<file path="config.mk">
export PLATFORM = sky130hd
export DESIGN_NAME = inst_queue
export DESIGN_NICKNAME = d
export VERILOG_FILES = /design/src/rtl/inst_queue_pkg.sv /design/src/rtl/inst_queue_ram.sv /design/src/rtl/inst_queue.sv
export SDC_FILE = /design/constraint.sdc
export NUM_CORES = 1
export LEC_CHECK = 0
export CORE_MARGIN = 10
export CORE_UTILIZATION = 35
export CTS_CLUSTER_SIZE = 25
export DETAILED_ROUTE_END_ITERATION = 8
export MAX_ROUTING_LAYER = met4
export PLACE_DENSITY_LB_ADDON = 0.2
export SYNTH_ARGS = -nofsm -noshare
export SYNTH_HDL_FRONTEND = slang
export SYNTH_HIERARCHICAL = 1
export SYNTH_SLANG_ARGS = --single-unit
</file>
<file path="constraint.sdc">
create_clock -name clk -period 19.4 [get_ports clk]
set_clock_uncertainty 0.1 [all_clocks]
set_input_delay 5.82 -clock clk [delete_from_list [all_inputs] [get_ports clk]]
set_output_delay 5.82 -clock clk [all_outputs]
set_load 0.005 [all_outputs]
</file>
<file path="src/rtl/inst_queue_pkg.sv">
// rtl/inst_queue_pkg.sv - shared pipeline types for the instruction queue
package inst_queue_pkg;

    localparam int INST_QUEUE_DEPTH_DEFAULT = 8;

    typedef struct packed {
        logic [31:0] pc;
        logic [31:0] insn;
    } inst_t;

endpackage

</file>
<file path="src/rtl/inst_queue_ram.sv">
// rtl/inst_queue_ram.sv - DEPTH-entry 2W/2R register array, combinational reads
module inst_queue_ram
    import inst_queue_pkg::*;
#(
    parameter int DEPTH = INST_QUEUE_DEPTH_DEFAULT,
    localparam int AW = $clog2(DEPTH)
) (
    input  logic          clk,
    input  logic          we0,
    input  logic [AW-1:0] waddr0,
    input  inst_t         wdata0,
    input  logic          we1,
    input  logic [AW-1:0] waddr1,
    input  inst_t         wdata1,
    input  logic [AW-1:0] raddr0,
    output inst_t         rdata0,
    input  logic [AW-1:0] raddr1,
    output inst_t         rdata1
);

    inst_t mem [DEPTH];

    // Storage is deliberately not reset; validity is tracked by the control logic.
    always_ff @(posedge clk) begin
        if (we0) begin
            mem[waddr0] <= wdata0;
        end
        if (we1) begin
            mem[waddr1] <= wdata1;
        end
    end

    assign rdata0 = mem[raddr0];
    assign rdata1 = mem[raddr1];

endmodule

</file>
<file path="src/rtl/inst_queue.sv">
// rtl/inst_queue.sv - dual-issue instruction queue; optional perf counters via INST_QUEUE_PERF_CNT_EN
module inst_queue
    import inst_queue_pkg::*;
#(
    parameter int DEPTH = INST_QUEUE_DEPTH_DEFAULT
) (
    input  logic                     clk,
    input  logic                     rst,
    input  logic                     flush_i,
    input  inst_t [1:0]              in_inst_i,
    input  logic [1:0]               in_valid_i,
    output logic                     in_ready_o,
    output inst_t [1:0]              out_inst_o,
    output logic [1:0]               out_valid_o,
    input  logic [1:0]               issue_num_i,
    output logic [$clog2(DEPTH):0]   count_o
`ifdef INST_QUEUE_PERF_CNT_EN
    ,
    output logic [31:0]              perf_empty_cnt_o,
    output logic [31:0]              perf_full_cnt_o
`endif
);

    localparam int PTR_W = $clog2(DEPTH);

    logic [PTR_W-1:0] head;
    logic [PTR_W-1:0] tail;
    logic [PTR_W:0]   count;
    logic [1:0]       req_n;
    logic [1:0]       push_n;
    logic [1:0]       issue_n;
    logic [1:0]       avail_n;
    logic [1:0]       pop_n;

    // Ready looks only at registered count so there is no ready-from-issue path.
    assign in_ready_o  = (count <= (PTR_W+1)'(DEPTH - 2));
    assign out_valid_o = {count >= (PTR_W+1)'(2), count != '0};
    assign count_o     = count;

    always_comb begin
        req_n   = 2'd0;
        push_n  = 2'd0;
        issue_n = 2'd0;
        avail_n = 2'd0;
        pop_n   = 2'd0;
        if (in_valid_i == 2'b11) begin
            req_n = 2'd2;
        end else if (in_valid_i == 2'b01) begin
            req_n = 2'd1;
        end
        if (in_ready_o && !flush_i) begin
            push_n = req_n;
        end
        if (issue_num_i != 2'd3) begin
            issue_n = issue_num_i;
        end
        avail_n = out_valid_o[1] ? 2'd2 : {1'b0, out_valid_o[0]};
        if (!flush_i) begin
            pop_n = (issue_n > avail_n) ? avail_n : issue_n;
        end
    end

    always_ff @(posedge clk or posedge rst) begin
        if (rst) begin
            head  <= '0;
            tail  <= '0;
            count <= '0;
        end else if (flush_i) begin
            head  <= '0;
            tail  <= '0;
            count <= '0;
        end else begin
            head  <= head + PTR_W'(pop_n);
            tail  <= tail + PTR_W'(push_n);
            count <= count + (PTR_W+1)'(push_n) - (PTR_W+1)'(pop_n);
        end
    end

    inst_queue_ram #(
        .DEPTH (DEPTH)
    ) u_ram (
        .clk    (clk),
        .we0    (push_n != 2'd0),
        .waddr0 (tail),
        .wdata0 (in_inst_i[0]),
        .we1    (push_n == 2'd2),
        .waddr1 (tail + PTR_W'(1)),
        .wdata1 (in_inst_i[1]),
        .raddr0 (head),
        .rdata0 (out_inst_o[0]),
        .raddr1 (head + PTR_W'(1)),
        .rdata1 (out_inst_o[1])
    );

`ifdef INST_QUEUE_PERF_CNT_EN
    // Counters survive flush so software sees totals across redirects.
    always_ff @(posedge clk or posedge rst) begin
        if (rst) begin
            perf_empty_cnt_o <= '0;
            perf_full_cnt_o  <= '0;
        end else begin
            if (count == '0 && !flush_i) begin
                perf_empty_cnt_o <= perf_empty_cnt_o + 32'd1;
            end
            if (!in_ready_o && in_valid_i != 2'b00) begin
                perf_full_cnt_o <= perf_full_cnt_o + 32'd1;
            end
        end
    end
`endif

    a_in_valid_legal: assert property (@(posedge clk) disable iff (rst)
        in_valid_i != 2'b10);
    a_issue_num_legal: assert property (@(posedge clk) disable iff (rst)
        issue_num_i != 2'd3);
    a_issue_not_over: assert property (@(posedge clk) disable iff (rst)
        issue_num_i == 2'd3 || issue_num_i <= avail_n);

endmodule

</file>
==> After elaboration in Yosys (flattened, before gate mapping) <==
Memory sizes are Yosys's and may differ from the RTL's.
Cells that the tools add are included.
{ "op_classes": {"n_addsub": 6, "n_lt_le_gt_ge": 3, "n_eq_ne": 4, "mux": 14, "n_reduce_logical": 4} }
{ "ops": {"columns": ["cell", "n"], "rows": [
  ["2-bit 2-to-1 mux", 6],
  ["3-bit by 1-bit adder with 3-bit output, second input constant", 2],
  ["3-bit by 2-bit adder with 3-bit output", 2],
  ["3-bit 2-to-1 mux", 2],
  ["1-bit 2-to-1 mux", 5],
  ["4-bit by 2-bit adder with 4-bit output", 1],
  ["2-bit == test, second input constant", 2],
  ["4-bit by 2-bit greater-or-equal comparator with 1-bit output, second input constant", 1],
  ["4-bit by 3-bit less-or-equal comparator with 1-bit output, second input constant", 1],
  ["4-bit 2-to-1 mux", 1],
  ["4-bit nonzero test", 1],
  ["4-bit by 2-bit subtractor with 4-bit output", 1],
  ["2-bit by 1-bit == test with 1-bit output, second input constant", 1],
  ["2-bit > comparator", 1],
  ["2-bit != test, second input constant", 1],
  ["2-bit nonzero test", 1],
  ["1-bit logical AND", 1],
  ["1-bit logical NOT", 1]
]} }
{ "word_totals": {"reg_bits": 10, "mem_bits_rw": 512, "input_bits": 135, "out_inout_bits": 135, "wordCells": 35, "n_memories": 1} }
{ "memory_table": {"columns": ["memory", "depth", "word_bits", "rd", "rd_clocked_by_memory_dff", "wr", "line", "source"], "rows": [
  ["u_ram.mem", 8, 64, 2, 0, 2, "inst_queue_ram.sv:21", "inst_t mem [DEPTH];"]
]} }

==> Longest topological paths before layout <==
{ "logic_depth": {"ltp_word": 7, "depth_mapped": 12, "depth_no_buf": 12} }

==> Hierarchy <==
The synthesis kept the hierarchy.
{ "by_module_without_submodules": {"columns": ["mod", "instances", "cells_each", "area_per_inst_um2"], "rows": [
  ["inst_queue_ram", 1, 1557, 29309.4],
  ["inst_queue", 1, 78, 779.5]
]} }

==> Least setup slack after synthesis <==
OpenSTA, ideal clock, no wires.
{ "synth_timing": {"path_kind": "input -> register", "from": "input in_valid_i[0]", "to": "memory u_ram/mem[5][0] (netlist name), enable pin", "arrival_ps": 10963, "required_ps": 18726, "path_slack_ps": 7763, "path_stages": 4, "n_path_buf": 0, "path_cell_list": "inv_1 a2111oi_4 nand2b_1 o21ai_0"} }
{ "synth_lines": {"columns": ["element", "line", "source"], "rows": [
  ["start: declaration", "inst_queue.sv:11", "input logic [1:0] in_valid_i,"],
  ["end: declaration", "inst_queue_ram.sv:21", null]
]} }

==> flow_summary.json <==
{
  "p_leak_uw": 0.0111,
  "period_share": 0.570,
  "max_stage_delay_ps": 900,
  "finalMaxSlewViolations": 0,
  "post_cts_buffers": 0,
  "syn_avg_cell_area_um2": 18.4,
  "rsz0062_at_grt": "no",
  "fp.dieH_um": 313,
  "synth_area_um2": 30100,
  "ys_seq_elements": 522,
  "syn_to_final_growth_pct": 18.5,
  "rows": 107,
  "ctsResizeCount": 0,
  "crit_required_ps": 13480,
  "track_usage": 0.185,
  "num_io_pins": 270,
  "fmaxAchievable_ghz": 0.0904,
  "synth_compound_area_frac": 0.00362,
  "cts_buffer_depth": 3,
  "worstReg2RegStart": "count_o[3]$_DFF_PP0_",
  "drt_iter0_markers": 1313,
  "setup-violations-final": 0,
  "critPathSlowestCell": "buf_4",
  "worst_slew_pin_slew_ps": 1110,
  "cts_tree": "yes",
  "dieWidth_um": 313,
  "firstDrtPassIters": 7,
  "cp_cell_sequence": "inv_8 -> buf_4 -> buf_4 -> mux4_2 -> mux2_2 -> clkdlybuf4s50_1",
  "fin_total_pwr_uw": 3150,
  "ys.flop_type": "edfxtp_1",
  "layout.nets": 2022,
  "grt_max_degree": 99,
  "wl_per_cell_um": 29.1,
  "yosys.area_share.simple": 0.00869,
  "critical-path-top-delay-family": "buffers and inverters",
  "syn-num-nets": 1785,
  "num_vias": 17000,
  "drive_gt1_frac": 0.538,
  "finalWirelength_mm": 89.5,
  "cp.buffers_inverters": 4,
  "grt-ovfl-total": 0,
  "hold_ws_ps": 562,
  "synth_cell_types": 33,
  "coreArea_um2": 85300,
  "vias_per_cell": 5.55,
  "synth_top_family_by_area": "multiplexers",
  "slew_headroom": 0.258,
  "status": "complete, no violations",
  "grt_pass1_vias": 19200,
  "layout_common_cells": "640 x mux2_2, 512 x edfxtp_1, 269 x clkdlybuf4s50_1",
  "drcViolationCount": 0,
  "grt_pass1_wl_mm": 132,
  "ir_drop_v": 0.0000584,
  "synth_mux_area_frac": 0.431,
  "clock_latency_ps": 620,
  "antenna_found_initial": 12,
  "hp-class": "flip-flop to flip-flop",
  "cp.arrival_ps": 5140,
  "synthArstFlopShare": 0.0192,
  "startpoint_type": "flip-flop",
  "crit_path_end_kind": "primary output",
  "ctsHoldBuffers": 0,
  "power_density_nw_per_um2": 88.4,
  "root_buffer": "clkbuf_16",
  "crit_fanout": 49,
  "clk_pin_slew_ps": 60,
  "clock-sinks": 522,
  "finalSetupTns_ps": 0,
  "synth_cells": 1635,
  "io_buffers": 269,
  "synthAdderAreaFrac": 0.00724,
  "htree_num_levels": 2,
  "gp_congestion": 0.736,
  "dp_slack_ps": 8820,
  "min_period_ps": 11060,
  "synth_edf_count": 512,
  "critPathLaunch": "head[0]$_DFF_PP0_",
  "worstHoldStart": "tail[2]$_DFF_PP0_",
  "cts-buffers-inserted": 58,
  "start_util": 0.353,
  "critical_path_class": "flip-flop to primary output",
  "cp_common_cell": "buf_4",
  "final_common_cell": "mux2_2",
  "dp_hpwl_mm": 52.5,
  "fin_ws_ps": 8340,
  "synthXorXnorAreaFrac": 0.00175,
  "synth_warnings": 6,
  "ys_seq_area_frac": 0.519,
  "drtAntennaViolNets": 0,
  "drv_cap": 0,
  "die_area_um2": 98100,
  "hold_viol": 0
}
layer usage:
layer  track usage  vias to the layer above  share of wire
li1              -                     7361              -
met1         0.236                     9129           0.43
met2         0.304                      439           0.50
met3        0.0349                      103          0.053
met4        0.0407                        0          0.017
met5             -                        -              0
cells by family (layout without fill, tap and decap cells):
family | count (synthesis) | in the layout
AO/OA/AOI/OAI | 14 | 14
XOR/XNOR | 6 | 6
adder cells (fa/ha/maj) | 15 | 15
buffers and inverters | 142 | 423
flip-flops | 522 | 522
multiplexers | 896 | 896
other | 0 | 11
AND/OR/NAND/NOR | 40 | 40
cell usage after synthesis (10+ instances only):
cell,n,area (um^2)
ha_1,11,138
buf_2,41,205
buf_1,18,67.6
edfxtp_1,512,15400
inv_1,15,56.3
mux2_2,640,7210
dfrtp_1,10,250
mux4_2,256,5770
clkbuf_1,20,75.1
buf_4,25,188
buf_6,23,259
state kept, by name, summed over array words and instances (netlist names):
| signal | count |
|---|---|
| count_o | 4 |
| u_ram/mem | 512 |
| tail | 3 |
| head | 3 |
path summary, 6_finish.rpt:
kind	cells past startpoint	to	slack, ps
max in group asynchronous	2	head[1]$_DFF_PP0_	13470
min	2	tail[2]$_DFF_PP0_	560
max	6	out_inst_o[83]	8340
min in group asynchronous	2	count_o[2]$_DFF_PP0_	5400
max reg2reg	8	u_ram/mem[2][37]$_DFFE_PP_	14770
min reg2reg	2	tail[2]$_DFF_PP0_	560
worst reg2reg max path: cells and delay by family (launching register included):
| kind | cells | cell delay [ps] |
|---|---|---|
| flops | 1 | 440 |
| compound gates | 2 | 1090 |
| fa+ha+maj | 1 | 200 |
| buf+inv | 2 | 960 |
| simple gates | 3 | 1380 |
power breakdown:
group          leakage, uW  internal [uW]  total (uW)  switching, uW
sequential         0.00476           1290        1320           30.2
clock             0.000868            588        1050            458
combinational      0.00552            451         788            337
total               0.0111           2330        3150            825
through the flow:
stage	cell area, um^2	util	std cells
2_1_floorplan	30100	-	1635
3_5_place_dp	33800	0.397	2956
3_3_place_gp	33800	0.397	2956
4_1_cts	35600	0.418	3060
5_1_grt	35600	0.418	3071
6_report	35600	0.418	3071
cell type report:
type                       instances  area [um^2]
clock buffer                      76         1600
clock inverter                    28          170
tap                             1144         1430
sequential                       522        15600
antenna                           11         27.5
timing repair buffer             304         2970
fill                            7586        49600
multi-input combinational        971        13700
inverter                          15         63.8
No activity file was read; power rests on OpenSTA's default activity.
